## config.mk

```make
export PLATFORM = sky130hd
export DESIGN_NAME = wb_peripheral_bus_bridge_flat
export DESIGN_NICKNAME = d
export VERILOG_FILES = /design/src/rtl/wb_peripheral_bus_bridge_if.sv /design/src/rtl/wb_peripheral_bus_bridge.sv /design/src/flat_wrapper.sv
export SDC_FILE = /design/constraint.sdc
export NUM_CORES = 1
export LEC_CHECK = 0
export ABC_AREA = 1
export ABC_CLOCK_PERIOD_IN_PS = 3900
export CORE_MARGIN = 2
export CORE_UTILIZATION = 40
export CTS_CLUSTER_DIAMETER = 80
export CTS_CLUSTER_SIZE = 40
export DETAILED_ROUTE_END_ITERATION = 10
export PLACE_DENSITY = 0.72
export SYNTH_ARGS = -nofsm -noshare
export SYNTH_HDL_FRONTEND = slang
export SYNTH_SLANG_ARGS = --single-unit
```

## constraint.sdc

```tcl
create_clock -name wb_clk_i -period 3.9 [get_ports wb_clk_i]
set_clock_uncertainty 0.2 [all_clocks]
set_input_delay 0.78 -clock wb_clk_i [delete_from_list [all_inputs] [get_ports wb_clk_i]]
set_output_delay 0.78 -clock wb_clk_i [all_outputs]
set_load 0.01 [all_outputs]
```

## src/rtl/wb_peripheral_bus_bridge_if.sv

```systemverilog
// Wishbone slave plus peripheral bus signal bundle for the bridge.
// The slave modport is the bridge side; master is the system side.
interface wb_peripheral_bus_bridge_if #(
    parameter int ADDRESS_WIDTH = 24,
    parameter int DATA_WIDTH    = 32
);
    localparam int SEL_WIDTH = DATA_WIDTH / 8;

    logic                     wb_cyc_i;
    logic                     wb_stb_i;
    logic                     wb_we_i;
    logic [SEL_WIDTH-1:0]     wb_sel_i;
    logic [ADDRESS_WIDTH-1:0] wb_adr_i;
    logic [DATA_WIDTH-1:0]    wb_data_i;
    logic                     wb_ack_o;
    logic                     wb_error_o;
    logic                     wb_stall_o;
    logic [DATA_WIDTH-1:0]    wb_data_o;

    logic                     peripheralBus_we;
    logic                     peripheralBus_oe;
    logic                     peripheralBus_busy;
    logic [ADDRESS_WIDTH-1:0] peripheralBus_address;
    logic [SEL_WIDTH-1:0]     peripheralBus_byteSelect;
    logic [DATA_WIDTH-1:0]    peripheralBus_dataRead;
    logic [DATA_WIDTH-1:0]    peripheralBus_dataWrite;

    modport slave (
        input  wb_cyc_i, wb_stb_i, wb_we_i, wb_sel_i,
        input  wb_adr_i, wb_data_i,
        output wb_ack_o, wb_error_o, wb_stall_o, wb_data_o,
        output peripheralBus_we, peripheralBus_oe,
        input  peripheralBus_busy,
        output peripheralBus_address, peripheralBus_byteSelect,
        input  peripheralBus_dataRead,
        output peripheralBus_dataWrite
    );

    modport master (
        output wb_cyc_i, wb_stb_i, wb_we_i, wb_sel_i,
        output wb_adr_i, wb_data_i,
        input  wb_ack_o, wb_error_o, wb_stall_o, wb_data_o,
        input  peripheralBus_we, peripheralBus_oe,
        output peripheralBus_busy,
        input  peripheralBus_address, peripheralBus_byteSelect,
        output peripheralBus_dataRead,
        input  peripheralBus_dataWrite
    );
endinterface

```

## src/rtl/wb_peripheral_bus_bridge.sv

```systemverilog
// Pipelined Wishbone slave to single-access peripheral bus bridge
// with a request FIFO, busy timeout and cycle-abort flushing.
module wb_peripheral_bus_bridge #(
    parameter int ADDRESS_WIDTH  = 24,
    parameter int DATA_WIDTH     = 32,
    parameter int FIFO_DEPTH     = 2,
    parameter int TIMEOUT_CYCLES = 255
) (
    input logic                  wb_clk_i,
    input logic                  wb_rst_i,
    wb_peripheral_bus_bridge_if.slave bus
);
    localparam int SEL_WIDTH = DATA_WIDTH / 8;
    localparam int PTR_W = (FIFO_DEPTH > 1) ? $clog2(FIFO_DEPTH) : 1;
    localparam int CNT_W = $clog2(FIFO_DEPTH + 1);
    localparam int TO_W  = (TIMEOUT_CYCLES > 1) ? $clog2(TIMEOUT_CYCLES) : 1;

    typedef struct packed {
        logic                     we;
        logic [SEL_WIDTH-1:0]     sel;
        logic [ADDRESS_WIDTH-1:0] adr;
        logic [DATA_WIDTH-1:0]    dat;
    } req_t;

    typedef enum logic [1:0] {
        IDLE   = 2'b01,
        ACCESS = 2'b10
    } state_t;

    state_t                state_q, state_d;
    req_t                  mem_q [FIFO_DEPTH];
    req_t                  mem_d [FIFO_DEPTH];
    logic [PTR_W-1:0]      wr_ptr_q, wr_ptr_d;
    logic [PTR_W-1:0]      rd_ptr_q, rd_ptr_d;
    logic [CNT_W-1:0]      count_q, count_d;
    req_t                  cur_q, cur_d;
    logic [TO_W-1:0]       to_cnt_q, to_cnt_d;
    logic                  drop_q, drop_d;
    logic                  ack_q, ack_d;
    logic                  err_q, err_d;
    logic [DATA_WIDTH-1:0] rdata_q, rdata_d;

    logic stall;
    logic push;
    logic pop;
    logic have_req;
    logic to_hit;
    logic done;
    logic acc;
    req_t head;
    req_t new_req;

    function automatic logic [PTR_W-1:0] ptr_inc(input logic [PTR_W-1:0] p);
        return (p == PTR_W'(FIFO_DEPTH - 1)) ? '0 : p + PTR_W'(1);
    endfunction

    assign stall    = (count_q == CNT_W'(FIFO_DEPTH));
    assign push     = bus.wb_cyc_i & bus.wb_stb_i & ~stall;
    assign have_req = (count_q != '0);
    assign head     = mem_q[rd_ptr_q];
    assign new_req  = '{we:  bus.wb_we_i,
                        sel: bus.wb_sel_i,
                        adr: bus.wb_adr_i,
                        dat: bus.wb_data_i};

    assign to_hit = (TIMEOUT_CYCLES != 0) && bus.peripheralBus_busy &&
                    (to_cnt_q == TO_W'(TIMEOUT_CYCLES - 1));
    assign done   = ~bus.peripheralBus_busy | to_hit;

    always_comb begin
        state_d  = state_q;
        cur_d    = cur_q;
        to_cnt_d = to_cnt_q;
        drop_d   = drop_q;
        ack_d    = 1'b0;
        err_d    = 1'b0;
        rdata_d  = '0;
        pop      = 1'b0;
        unique case (state_q)
            IDLE: begin
                if (have_req && bus.wb_cyc_i) begin
                    pop      = 1'b1;
                    cur_d    = head;
                    to_cnt_d = '0;
                    drop_d   = 1'b0;
                    state_d  = ACCESS;
                end
            end
            ACCESS: begin
                if (!bus.wb_cyc_i) drop_d = 1'b1;
                if (done) begin
                    // Aborted accesses still finish but stay silent.
                    if (bus.wb_cyc_i && !drop_q) begin
                        ack_d = ~bus.peripheralBus_busy;
                        err_d = bus.peripheralBus_busy;
                        if (!bus.peripheralBus_busy && !cur_q.we)
                            rdata_d = bus.peripheralBus_dataRead;
                    end
                    if (have_req && bus.wb_cyc_i) begin
                        pop      = 1'b1;
                        cur_d    = head;
                        to_cnt_d = '0;
                        drop_d   = 1'b0;
                    end else begin
                        state_d = IDLE;
                    end
                end else if (TIMEOUT_CYCLES != 0) begin
                    to_cnt_d = to_cnt_q + TO_W'(1);
                end
            end
            default: state_d = IDLE;
        endcase
    end

    always_comb begin
        mem_d    = mem_q;
        wr_ptr_d = wr_ptr_q;
        rd_ptr_d = rd_ptr_q;
        count_d  = count_q;
        if (!bus.wb_cyc_i) begin
            rd_ptr_d = wr_ptr_q;
            count_d  = '0;
        end else begin
            if (push) begin
                mem_d[wr_ptr_q] = new_req;
                wr_ptr_d        = ptr_inc(wr_ptr_q);
            end
            if (pop) rd_ptr_d = ptr_inc(rd_ptr_q);
            count_d = count_q + CNT_W'(push) - CNT_W'(pop);
        end
    end

    always_ff @(posedge wb_clk_i) begin
        if (wb_rst_i) begin
            state_q  <= IDLE;
            wr_ptr_q <= '0;
            rd_ptr_q <= '0;
            count_q  <= '0;
            cur_q    <= '0;
            to_cnt_q <= '0;
            drop_q   <= 1'b0;
            ack_q    <= 1'b0;
            err_q    <= 1'b0;
            rdata_q  <= '0;
            for (int i = 0; i < FIFO_DEPTH; i++) mem_q[i] <= '0;
        end else begin
            state_q  <= state_d;
            wr_ptr_q <= wr_ptr_d;
            rd_ptr_q <= rd_ptr_d;
            count_q  <= count_d;
            cur_q    <= cur_d;
            to_cnt_q <= to_cnt_d;
            drop_q   <= drop_d;
            ack_q    <= ack_d;
            err_q    <= err_d;
            rdata_q  <= rdata_d;
            mem_q    <= mem_d;
        end
    end

    assign acc = (state_q == ACCESS);

    assign bus.wb_ack_o   = ack_q;
    assign bus.wb_error_o = err_q;
    assign bus.wb_stall_o = stall;
    assign bus.wb_data_o  = rdata_q;

    assign bus.peripheralBus_we         = acc & cur_q.we;
    assign bus.peripheralBus_oe         = acc & ~cur_q.we;
    assign bus.peripheralBus_address    = acc ? cur_q.adr : '0;
    assign bus.peripheralBus_byteSelect = acc ? cur_q.sel : '0;
    assign bus.peripheralBus_dataWrite  = (acc && cur_q.we) ? cur_q.dat : '0;
endmodule

```

## src/flat_wrapper.sv

```systemverilog
// flat-port wrapper written by rule: the top's interface ports become plain ports
module wb_peripheral_bus_bridge_flat 
#(
    parameter int ADDRESS_WIDTH  = 24,
    parameter int DATA_WIDTH     = 32,
    parameter int FIFO_DEPTH     = 2,
    parameter int TIMEOUT_CYCLES = 255
)
  (wb_clk_i, wb_rst_i, bus_wb_cyc_i, bus_wb_stb_i, bus_wb_we_i, bus_wb_sel_i, bus_wb_adr_i, bus_wb_data_i, bus_wb_ack_o, bus_wb_error_o, bus_wb_stall_o, bus_wb_data_o, bus_peripheralBus_we, bus_peripheralBus_oe, bus_peripheralBus_busy, bus_peripheralBus_address, bus_peripheralBus_byteSelect, bus_peripheralBus_dataRead, bus_peripheralBus_dataWrite);
  wb_peripheral_bus_bridge_if #(.ADDRESS_WIDTH(ADDRESS_WIDTH), .DATA_WIDTH(DATA_WIDTH)) bus_i ();
  input logic wb_clk_i;
  input logic wb_rst_i;
  input wire logic [$bits(bus_i.wb_cyc_i)-1:0] bus_wb_cyc_i;
  input wire logic [$bits(bus_i.wb_stb_i)-1:0] bus_wb_stb_i;
  input wire logic [$bits(bus_i.wb_we_i)-1:0] bus_wb_we_i;
  input wire logic [$bits(bus_i.wb_sel_i)-1:0] bus_wb_sel_i;
  input wire logic [$bits(bus_i.wb_adr_i)-1:0] bus_wb_adr_i;
  input wire logic [$bits(bus_i.wb_data_i)-1:0] bus_wb_data_i;
  output wire logic [$bits(bus_i.wb_ack_o)-1:0] bus_wb_ack_o;
  output wire logic [$bits(bus_i.wb_error_o)-1:0] bus_wb_error_o;
  output wire logic [$bits(bus_i.wb_stall_o)-1:0] bus_wb_stall_o;
  output wire logic [$bits(bus_i.wb_data_o)-1:0] bus_wb_data_o;
  output wire logic [$bits(bus_i.peripheralBus_we)-1:0] bus_peripheralBus_we;
  output wire logic [$bits(bus_i.peripheralBus_oe)-1:0] bus_peripheralBus_oe;
  input wire logic [$bits(bus_i.peripheralBus_busy)-1:0] bus_peripheralBus_busy;
  output wire logic [$bits(bus_i.peripheralBus_address)-1:0] bus_peripheralBus_address;
  output wire logic [$bits(bus_i.peripheralBus_byteSelect)-1:0] bus_peripheralBus_byteSelect;
  input wire logic [$bits(bus_i.peripheralBus_dataRead)-1:0] bus_peripheralBus_dataRead;
  output wire logic [$bits(bus_i.peripheralBus_dataWrite)-1:0] bus_peripheralBus_dataWrite;
  assign bus_i.wb_cyc_i = bus_wb_cyc_i;
  assign bus_i.wb_stb_i = bus_wb_stb_i;
  assign bus_i.wb_we_i = bus_wb_we_i;
  assign bus_i.wb_sel_i = bus_wb_sel_i;
  assign bus_i.wb_adr_i = bus_wb_adr_i;
  assign bus_i.wb_data_i = bus_wb_data_i;
  assign bus_wb_ack_o = bus_i.wb_ack_o;
  assign bus_wb_error_o = bus_i.wb_error_o;
  assign bus_wb_stall_o = bus_i.wb_stall_o;
  assign bus_wb_data_o = bus_i.wb_data_o;
  assign bus_peripheralBus_we = bus_i.peripheralBus_we;
  assign bus_peripheralBus_oe = bus_i.peripheralBus_oe;
  assign bus_i.peripheralBus_busy = bus_peripheralBus_busy;
  assign bus_peripheralBus_address = bus_i.peripheralBus_address;
  assign bus_peripheralBus_byteSelect = bus_i.peripheralBus_byteSelect;
  assign bus_i.peripheralBus_dataRead = bus_peripheralBus_dataRead;
  assign bus_peripheralBus_dataWrite = bus_i.peripheralBus_dataWrite;
  wb_peripheral_bus_bridge #(.ADDRESS_WIDTH(ADDRESS_WIDTH), .DATA_WIDTH(DATA_WIDTH), .FIFO_DEPTH(FIFO_DEPTH), .TIMEOUT_CYCLES(TIMEOUT_CYCLES)) u_core (.wb_clk_i(wb_clk_i), .wb_rst_i(wb_rst_i), .bus(bus_i));
endmodule
```

## Yosys cells after proc, flatten, opt, wreduce, memory -nomap -nowiden

Index checks and enable logic that the tools add are counted.

- Word-level logic and storage cells: 101
- Register bits: 232

- Reductions and logical operators: 18
- Equal/unequal tests: 8
- Bitwise gates (word level): 15
- Magnitude comparators: 3
- Muxes and demuxes: 31
- Add/subtract/negate cells: 5

Operators by type and width:

| cell | number |
|---|---|
| two-way mux 61 bit | 6 |
| bitwise mux 122 bit | 1 |
| one-hot mux 61 bit (2 select lines) | 1 |
| demux 61 bit (select 1 bit) | 1 |
| two-way mux 32 bit | 1 |
| two-way mux 24 bit | 1 |
| two-way mux 8 bit | 2 |
| one-hot mux 8 bit (2 select lines) | 1 |
| two-way mux 1 bit | 10 |
| adder 8 x 1 -> 8 bit, second input constant | 1 |
| equality test 8 bit, second input constant | 1 |
| NOT 1 bit | 8 |
| logical AND 1 bit | 6 |
| two-way mux 2 bit | 3 |
| inequality test 2 x 1 -> 1 bit, second input constant | 3 |
| AND reduction 2 bit | 3 |
| OR reduction 5 bit | 1 |
| bitwise AND 1 bit | 4 |
| equality test 2 bit, second input constant | 2 |
| greater-or-equal comparator 2 bit, second input constant | 2 |
| two-way mux 4 bit | 1 |
| NOT 1 -> 2 bit | 2 |
| one-hot mux 1 bit (2 select lines) | 2 |
| one-hot mux 2 bit (2 select lines) | 1 |
| other kinds (12) | 16 |

## Logic depth before layout (Yosys ltp)

- Word-level depth: 7
- Mapped depth: 13
- Gate-level depth less buffers: 13

## Worst setup path before layout

No wires, ideal clock.

- Path type: register to output
- Start: register u_core.state_q[0]
- End: output bus_peripheralBus_address[10]
- Stages on the path, launching flop included: 8
- Setup slack: 1.629 ns
- Data arrival time: 1.291 ns
- Path buffers: 3
- Cell sequence: dfxtp_1 inv_1 ha_1 buf_2 buf_2 buf_1 nand2_1 inv_1

- Word-level cells in the longest chain between the ends: 2

RTL lines:

| item | RTL line | RTL |
|---|---|---|
| from (decl) | wb_peripheral_bus_bridge.sv:30 | `state_t state_q, state_d;` |
| from (signal assigned) | wb_peripheral_bus_bridge.sv:147 | `state_q <= state_d;` |
| equality test 2 bit | wb_peripheral_bus_bridge.sv:161 | `assign acc = (state_q == ACCESS);` |
| two-way mux 24 bit | wb_peripheral_bus_bridge.sv:170 | `assign bus.peripheralBus_address = acc ? cur_q.adr : '0;` |
| to (decl) | flat_wrapper.sv:26 | `output wire logic [$bits(bus_i.peripheralBus_address)-1:0] bus_peripheralBus_address;` |

No other way between the ends.

## Worst setup path after layout

- Start: register u_core.state_q[0]
- End: output bus_peripheralBus_dataWrite[8]

- Word-level cells in the longest chain between the ends: 3

RTL lines:

| item | RTL line | RTL |
|---|---|---|
| equality test 2 bit | wb_peripheral_bus_bridge.sv:161 |  |
| logical AND 1 bit | wb_peripheral_bus_bridge.sv:172 | `assign bus.peripheralBus_dataWrite = (acc && cur_q.we) ? cur_q.dat : '0;` |
| two-way mux 32 bit | wb_peripheral_bus_bridge.sv:172 |  |
| to (decl) | flat_wrapper.sv:29 | `output wire logic [$bits(bus_i.peripheralBus_dataWrite)-1:0] bus_peripheralBus_dataWrite;` |

No other way between the ends.

==> metrics <==
number of buffers on the longest clock path 3; Primary FF master, synth sky130_fd_sc_hd__dfxtp_1; synth unique cells 30; Sw Ratio 0.243; data required time at the worst endpoint a little under 3 ns; flip-flop and latch count after synthesis 232; number of ports placed on the die boundary 195; worst skew pair latency 0.48 ns; power share of the sequential group 0.552; combinational fraction of design power 0.089; relative slew slack 0.306; clock slew seen by the registers of the worst setup and hold paths roughly 0.1 ns; Cell Area, Synth 9430 µm²; area of the core 23300 µm²; clock tree from TritonCTS built; wire length of the first global-routing pass 36800 µm; area share of fa/ha/maj cells after synthesis 0.00796; sequential cell area 4650 µm²; vias between 8000 and 9000; Remaining Overflow, GRT 0; average vias per placed instance 4.73; critical path type flip-flop to output port; NumNets Final 1551; effective utilization at floorplan 0.404; setup slack after layout roughly 0.47 ns; die extent in y 158 µm; CTS Root Cell sky130_fd_sc_hd__clkbuf_16; power density normalized to cell area between 300 and 400 nW/µm²; Critical Path, Cell by Cell inv_1 -> ha_1 -> nand2_1 -> buf_12 -> nor2_1 -> clkdlybuf4s50_1; result of the run complete, no violations; cts bufs inserted 14; compound-cell area share of the yosys netlist 0.172; mux share of post-synthesis cell area 0; largest stage delay on the critical path 0.57 ns; cell taking the most area after synthesis sky130_fd_sc_hd__dfxtp_1; fraction of final layout cells with drive strength greater than 1 0.0385; portion of the post-synthesis area used by sequential elements 0.493; shortest clock period the worst path allows after layout 3.43 ns; CP Max Fanout 24; Tot GR Track Use 0.180; DR pass1 iterations 5; kind of end point of the critical path output port; timing-limited maximum frequency 0.291 GHz; number of design-rule violations left by the first detailed-router iteration 464; global placer's final weighted congestion 0.810; die footprint between 20000 and 25000 µm²; number of post-CTS setup repair buffers 0; top-area cell type share of the netlist area 0.493; remaining antenna violation count 0; horizontal extent of the die 158 µm; Synth Area in Simple Gates 0.202; Critical Path AT 2.45 ns; switching power 0.00110 W; average size of a mapped cell 7.21 µm²; clock share of power 0.359; path class of the lowest-slack min-delay path flip-flop to flip-flop; syn_nets 1412; Layout Area Growth over Synthesis 26.1%; clk sink count 232; max-cap violation count 0; highest ir drop seen on vdd approximately 0.23 mV; post-route setup TNS 0 ns; crit share post-route 0.880; CP max-delay cell sky130_fd_sc_hd__clkdlybuf4s50_1; endpoints failing setup 0; leakage power approximately 4.6 nW; slew at the pin closest to its max-slew limit 1.04 ns; setup repair after global routing missed its margin false; wirelength, routed about 23000 µm; leading cell types by total area after synthesis sky130_fd_sc_hd__dfxtp_1, sky130_fd_sc_hd__nand2_1, sky130_fd_sc_hd__nor2_1; type of element launching the critical path flip-flop; number of core rows 56; maximum number of pins on one net before global-route repair 132; HPWL Detailed 14400 µm; number of antenna violations at the first check in global routing 0; most numerous cell in the Yosys netlist sky130_fd_sc_hd__nand2_1; dominant combinational cell family by area after synthesis simple AND/OR/NAND/NOR gates; max-slew violations 0; total of hold buffers inserted after clock tree synthesis 0; total internal power 0.00344 W; WL per Instance 13.0 µm; maximum level of the CTS H-tree 1; Post-Syn Instances 1308; count of flip-flops with a built-in enable after synthesis 0; area of combinational cells with multiple inputs 3610 µm²; count of buffers inserted at the top-level ports 194; R2R setup slack 1.29 ns; total of cells resized after clock tree synthesis 0; Synth top cells by count sky130_fd_sc_hd__nand2_1, sky130_fd_sc_hd__dfxtp_1, sky130_fd_sc_hd__nor2_1, sky130_fd_sc_hd__inv_1, sky130_fd_sc_hd__o21ai_0; via count of the first global-routing pass about 7500; pre-CTS setup slack between 0.7 and 0.8 ns; Final Hold Viols 0; count of synthesis-stage warnings from yosys 0; final antenna diode count 0; Fillers 2311; xor/xnor share of the synthesized area 0.000929; DRC violations left 0; Synth async-reset ratio 0
## final timing paths
| check | from | end | cells past startpoint |
|---|---|---|---|
| worst min-delay path | u_core.mem_q[73] | u_core.mem_q[73] | 2 |
| worst max-delay path | u_core.state_q[0] | bus_peripheralBus_dataWrite[8] | 6 |
| worst min register to register | u_core.mem_q[73] | u_core.mem_q[73] | 2 |
| worst max register to register | u_core.state_q[0] | u_core.cur_q[31] | 9 |
## registers in the layout, indices dropped and copies added, names as in the netlist
signal	cells
u_core.to_cnt_q	8
u_core.cur_q	61
u_core.wr_ptr_q	1
u_core.count_q	2
u_core.bus.wb_error_o	1
u_core.drop_q	1
u_core.state_q	2
u_core.bus.wb_ack_o	1
u_core.bus.wb_data_o	32
u_core.rd_ptr_q	1
u_core.mem_q	122
## kinds of logic (layout without fill, tap and decap cells)
| kind of cell | Yosys count | in the layout |
|---|---|---|
| XOR/XNOR | 1 | 1 |
| buffers and inverters | 263 | 410 |
| adder cells (fa/ha/maj) | 6 | 6 |
| flip-flops | 232 | 232 |
| AO/OA/AOI/OAI | 323 | 323 |
| AND/OR/NAND/NOR | 483 | 483 |
## layout by cell type (no fill, tap or decap), drive strengths merged
cell / n
a21oi: 131
o21ai: 189
buf: 11
o211ai: 1
o21bai: 1
o22ai: 1
ha: 6
clkdlybuf4s50: 193
nand2: 253
or2: 2
nor3: 7
inv: 181
xnor2: 1
clkinv: 6
nand4: 1
nand3: 12
dfxtp: 232
nor2: 207
nor3b: 1
clkbuf: 19
## cell type report
cell class                 instances  share of cell area
sequential                       232               0.391
multi-input combinational        813               0.304
timing repair buffer             204               0.172
inverter                         182              0.0579
clock buffer                      19              0.0362
tap                              319              0.0336
clock inverter                     5             0.00516
## per-stage QoR
stage / power (W) / std cells / util / hold WS (ns) / instance area, µm²
3_5_place_dp: 0.00297 / 1750 / 0.489 / 0.239 / 11400
2_1_floorplan: 0.00280 / 1308 / - / 0.224 / 9430
6_report: 0.00455 / 1774 / 0.510 / 0.249 / 11900
3_3_place_gp: 0.00296 / 1750 / 0.489 / 0.233 / 11400
5_1_grt: 0.00475 / 1774 / 0.510 / 0.269 / 11900
4_1_cts: 0.00461 / 1774 / 0.510 / 0.254 / 11900
## critical path, delay by kind of cell (launching register included)
kind | cells | cell delay [ns]
buffers and inverters | 3 | 0.95
DFF | 1 | 0.33
and+or+nand+nor | 2 | 0.51
adders and majority gates | 1 | 0.17
## layer usage
layer / track usage / vias to the layer above / share of wire
met5: 0 / - / 0
met4: 0.0450 / 0 / 0.019
met3: 0.0245 / 27 / 0.056
met2: 0.308 / 229 / 0.48
met1: 0.240 / 3814 / 0.45
li1: - / 4328 / -
## power by group through the flow
stage / registers (W) / clock network [W] / logic [W]
finish: 0.00251 / 0.00163 / 0.000406
CTS: 0.00251 / 0.00169 / 0.000410
global placement: 0.00256 / 0 / 0.000401
detailed placement: 0.00256 / 0 / 0.000408
global route: 0.00252 / 0.00177 / 0.000459
floorplan: 0.00254 / 0 / 0.000267
Note: power is estimated with default switching activity, not from simulation.
